**config.mk**
```make
export PLATFORM = sky130hd
export DESIGN_NAME = parity_serializer
export DESIGN_NICKNAME = d
export VERILOG_FILES = /design/src/rtl/parity_serializer.sv
export SDC_FILE = /design/constraint.sdc
export NUM_CORES = 1
export LEC_CHECK = 0
export CAP_MARGIN = 20
export CORE_UTILIZATION = 45
export DETAILED_ROUTE_END_ITERATION = 7
export PLACE_DENSITY = 0.7
export SETUP_SLACK_MARGIN = 0.1
export SYNTH_ARGS = -nofsm -noshare
export SYNTH_HDL_FRONTEND = slang
export SYNTH_SLANG_ARGS = --single-unit
```
**constraint.sdc**
```tcl
create_clock -name clk -period 1.7 [get_ports clk]
set_clock_uncertainty 0.2 [all_clocks]
set_input_delay 0.255 -clock clk [delete_from_list [all_inputs] [get_ports clk]]
set_output_delay 0.255 -clock clk [all_outputs]
set_load 0.02 [all_outputs]
```
**src/rtl/parity_serializer.sv**
```systemverilog
// Frames a WIDTH-bit word as start / data LSB-first / parity / stop with a one-word hold buffer.
// Latency: START appears the cycle after accept; a frame lasts WIDTH+3 cycles and all outputs are registered.
// Backpressure: load_ready drops while the hold buffer is occupied, so no word is ever overwritten.
module parity_serializer #(
    parameter int WIDTH = 8,
    parameter int ODD   = 0
) (
    input  logic             clk,
    input  logic             reset,
    input  logic [WIDTH-1:0] data_in,
    input  logic             load_valid,
    output logic             load_ready,
    output logic             out,
    output logic             out_valid,
    output logic             busy,
    output logic             frame_done
);

    localparam int CW = (WIDTH > 1) ? $clog2(WIDTH) : 1;
    localparam logic [CW-1:0] LAST_BIT = CW'(WIDTH - 1);
    localparam logic ODD_BIT = (ODD != 0);

    typedef enum logic [2:0] {IDLE, START, DATA, PARITY, STOP} state_t;

    state_t           state_q, state_d;
    logic [WIDTH-1:0] shift_q, shift_d;
    logic [WIDTH-1:0] hold_q, hold_d;
    logic             hold_full_q, hold_full_d;
    logic             parity_q, parity_d;
    logic [CW-1:0]    cnt_q, cnt_d;
    logic             out_q, out_d;
    logic             out_valid_q, out_valid_d;
    logic             busy_q, busy_d;
    logic             frame_done_q, frame_done_d;
    logic             load_ready_q, load_ready_d;
    logic             accept;
    logic             direct;

    assign accept = load_valid && load_ready_q;
    // A word bypasses the hold buffer only when the shifter is free at this edge.
    assign direct = accept && ((state_q == IDLE) || ((state_q == STOP) && !hold_full_q));

    always_comb begin
        state_d     = state_q;
        shift_d     = shift_q;
        hold_d      = hold_q;
        hold_full_d = hold_full_q;
        parity_d    = parity_q;
        cnt_d       = cnt_q;

        if (accept && !direct) begin
            hold_d      = data_in;
            hold_full_d = 1'b1;
        end

        case (state_q)
            IDLE, STOP: begin
                state_d = IDLE;
                if (direct) begin
                    shift_d  = data_in;
                    parity_d = (^data_in) ^ ODD_BIT;
                    state_d  = START;
                end else if (hold_full_q) begin
                    shift_d     = hold_q;
                    parity_d    = (^hold_q) ^ ODD_BIT;
                    hold_full_d = 1'b0;
                    state_d     = START;
                end
            end
            START: begin
                cnt_d   = '0;
                state_d = DATA;
            end
            DATA: begin
                shift_d = shift_q >> 1;
                cnt_d   = cnt_q + CW'(1);
                if (cnt_q == LAST_BIT) begin
                    state_d = PARITY;
                end
            end
            PARITY:  state_d = STOP;
            default: state_d = IDLE;
        endcase

        // Outputs are decoded from the next state so they can be registered.
        out_d        = 1'b1;
        out_valid_d  = 1'b0;
        frame_done_d = 1'b0;
        busy_d       = (state_d != IDLE);
        load_ready_d = !hold_full_d;
        case (state_d)
            START:  out_d = 1'b0;
            DATA: begin
                out_d       = shift_d[0];
                out_valid_d = 1'b1;
            end
            PARITY: begin
                out_d       = parity_d;
                out_valid_d = 1'b1;
            end
            STOP:    frame_done_d = 1'b1;
            default: out_d = 1'b1;
        endcase
    end

    always_ff @(posedge clk) begin
        if (!reset) begin
            state_q      <= IDLE;
            shift_q      <= '0;
            hold_q       <= '0;
            hold_full_q  <= 1'b0;
            parity_q     <= 1'b0;
            cnt_q        <= '0;
            out_q        <= 1'b1;
            out_valid_q  <= 1'b0;
            busy_q       <= 1'b0;
            frame_done_q <= 1'b0;
            load_ready_q <= 1'b1;
        end else begin
            state_q      <= state_d;
            shift_q      <= shift_d;
            hold_q       <= hold_d;
            hold_full_q  <= hold_full_d;
            parity_q     <= parity_d;
            cnt_q        <= cnt_d;
            out_q        <= out_d;
            out_valid_q  <= out_valid_d;
            busy_q       <= busy_d;
            frame_done_q <= frame_done_d;
            load_ready_q <= load_ready_d;
        end
    end

    assign out        = out_q;
    assign out_valid  = out_valid_q;
    assign busy       = busy_q;
    assign frame_done = frame_done_q;
    assign load_ready = load_ready_q;

endmodule

```
==> run metrics <==
final setup violation count=0; Final ANT Viol Nets=0; crit end category=register; layout cells sized above 1=23.1%; largest net degree at the start of global routing=27; die width=57.2 microns; # rows=19; initial core utilization=48.5%; placed insts=207; Fmax=627 MHz; Hold Crit Class=reg2reg; Cell Area, Synth=1370 sq um; power per cell area=1120 nW/um^2; Layout Nets=198; layout overhead on the synthesized area=31.3%; die area=3270 sq um; Syn Nets=163; CP max FO=8; startpoint types=primary input; wl on met1=1.29 mm; Clock Sinks=29; largest buffer count on any clock path=2; Hold Vio Cnt, Final=0; io pins=16; Leak=0.000691 uW; CP arrival=1.61 ns; status=finished, final reports clean; total track usage=21.7%; Syn Area/Cell=9.14 sq um; top cells by area, synth=dfxtp_1 42%, xnor2_1 8.9%, o21ai_0 6.2%; DP HPWL=2.22 mm; # H-tree levels=2; Slew HR=75.7%; worst skew pair latency=0.34 ns; Antenna Diode Count=0; minimum clock period=1.59 ns; Layout Cells excl Fill=217; crit path cell chain=clkdlybuf4s50_1 -> nand2_1 -> o21ai_2 -> nor2_4 -> a222oi_1 -> a21oi_1; Max IR drop VDD=0.590 mV; Clock Root Buffer=clkbuf_4; post-synthesis sequential area ratio=42.3%; number of vias in the routed layout=1226; TritonCTS buffer count=5; share of Yosys cell area claimed by the top area cell type=42.3%; Clock Pin Slew Worst Setup and Hold Paths=0.10 ns; DR WL/cell=14.6 microns; core area=2830 sq um; Final Max Tran Viols=0; GRT overflow=0; Syn Inst Count=150; Initial DRC Count=94; 1st-pass router iterations=5; Tcrit/Tclk final=93.7%; RSZ-0062 raised after global routing=true; FILL cells=236; combinational family with the most area after synthesis=compound AO/OA/AOI/OAI gates; leading area contributor after synthesis=dfxtp_1; initial antenna violation count=0; vias in the first global route=1156; DR vias/cell=5.65; drt drc=0; number of synthesized register bits=29; Worst Path Required=1.72 ns; met3 WL post-DR=120 microns; met2 routed WL=1.69 mm; mux share of post-synthesis cell area=0.821%; number of max-cap violations=0; TritonCTS clock tree=built; Post-Synth Simple-Gate Area=11.8%; die span in y=57.2 microns; final wirelength=3.17 mm; crit-path max cell delay=0.48 ns; WHS=0.314 ns; first-pass GRT wire length=5.15 mm; Post-Route Setup TNS=0 ns; XOR/XNOR share of the synthesized area=9.58%; count of cell types in the netlist=33; number of port buffers=15; cts hold-fix bufs=0; Power Total=2020 uW; Slew @ Worst Pin=0.365 ns; top layer used by detailed routing=met4; warnings from Yosys=0; slowest stage cell, crit path=clkdlybuf4s50_1; GP Congestion=0.825; Synth Area in Compound Gates=28.8%; critical path class=in2reg; adder-cell share of the synthesized area=1.82%
## Yosys cell counts, drive strengths merged
cell,count
dfxtp,29
o21ai,18
xnor2,14
nand2,13
a21boi,10
a21oi,8
a222oi,7
inv,6
and2,5
buf,5
nor2,5
a211oi,3
clkbuf,3
o22ai,3
a22oi,2
a2bb2oi,2
and3,2
ha,2
nor2b,2
nor3b,2
a211o,1
a22o,1
and2b,1
mux2,1
nand2b,1
o21a,1
o2bb2ai,1
or2,1
xor2,1
## layout by cell type, fill, tap and decap left out, types with 2 or more instances in the layout
cell,instances
and2_1,4
a21boi_0,9
nor2b_1,2
a222oi_1,7
dfxtp_2,2
buf_4,21
xnor2_1,14
clkdlybuf4s50_1,10
ha_1,2
dfxtp_4,3
o21ai_0,16
nand2_1,13
dfxtp_1,24
a211oi_1,2
o22ai_1,3
clkbuf_4,5
nor2_1,2
a2bb2oi_1,2
dlygate4sd2_1,5
inv_1,6
a21oi_1,8
nor2_4,2
and3_1,2
## worst max-delay path, delay by kind of cell
family | cells | cell delay (ns)
AOI/OAI and AO/OA | 3 | 0.67
buffers and inverters | 1 | 0.48
and+or+nand+nor | 2 | 0.20
## final timing paths
path	start	depth (start not counted)	slack, ns	to
hold / removal	hold_q[5]	2	0.31	hold_q[5]
setup / recovery	load_valid	6	0.11	shift_q[5]
hold reg to reg	hold_q[5]	2	0.31	hold_q[5]
setup reg to reg	state_q[2]	5	0.11	shift_q[2]
## cell families (layout without fill, tap and decap cells)
| kind of cell | after synthesis | after routing |
|---|---|---|
| multiplexers | 1 | 1 |
| flip-flops | 29 | 29 |
| buffers and inverters | 14 | 50 |
| AO/OA/AOI/OAI | 57 | 57 |
| AND/OR/NAND/NOR | 32 | 32 |
| XOR/XNOR | 15 | 15 |
| adder cells (fa/ha/maj) | 2 | 2 |
## flip-flops by register name (all words and copies together) (netlist names)
register     flops
load_ready       1
parity_q         1
hold_q           8
out              1
state_q          3
cnt_q            3
busy             1
shift_q          8
frame_done       1
out_valid        1
hold_full_q      1
## cell type report
type / count / area, sq um / area share [%]
Timing Repair Buffer: 36 / 302 / 16.7
Multi-Input combinational cell: 107 / 758 / 42.1
Tap cell: 31 / 38.8 / 2.15
Inverter: 6 / 22.5 / 1.25
Sequential cell: 29 / 594 / 33.0
Clock buffer: 7 / 55.1 / 3.06
Clock inverter: 1 / 30.0 / 1.67
## stage by stage
step | instance area (sq um) | util [%] | setup slack (ns)
3_5_place_dp | 1660 | 58.7 | -0.329
2_1_floorplan | 1390 | - | 0.0861
4_1_cts | 1760 | 62.1 | 0.0505
5_1_grt | 1800 | 63.6 | 0.0393
6_report | 1800 | 63.6 | 0.106
3_3_place_gp | 1660 | 58.7 | -0.247
## layer usage
metal	vias up	GRT usage (%)
met5	-	0
met4	0	13.9
met3	8	4.76
met2	32	37.1
met1	576	24.3
li1	610	-
## where the power goes
group          switching (uW)  internal [uW]
registers                74.8            773
logic                     292            287
clock network             246            351
total                     613           1410
## repair_timing
| action | in CTS | in global routing |
|---|---|---|
| setup buffers | 0 | 2 |
| pin swaps | 0 | 4 |
| gates resized for setup | 13 | 10 |
| setup endpoints to repair | 17 | 10 |
(Power assumes the default switching activity.)
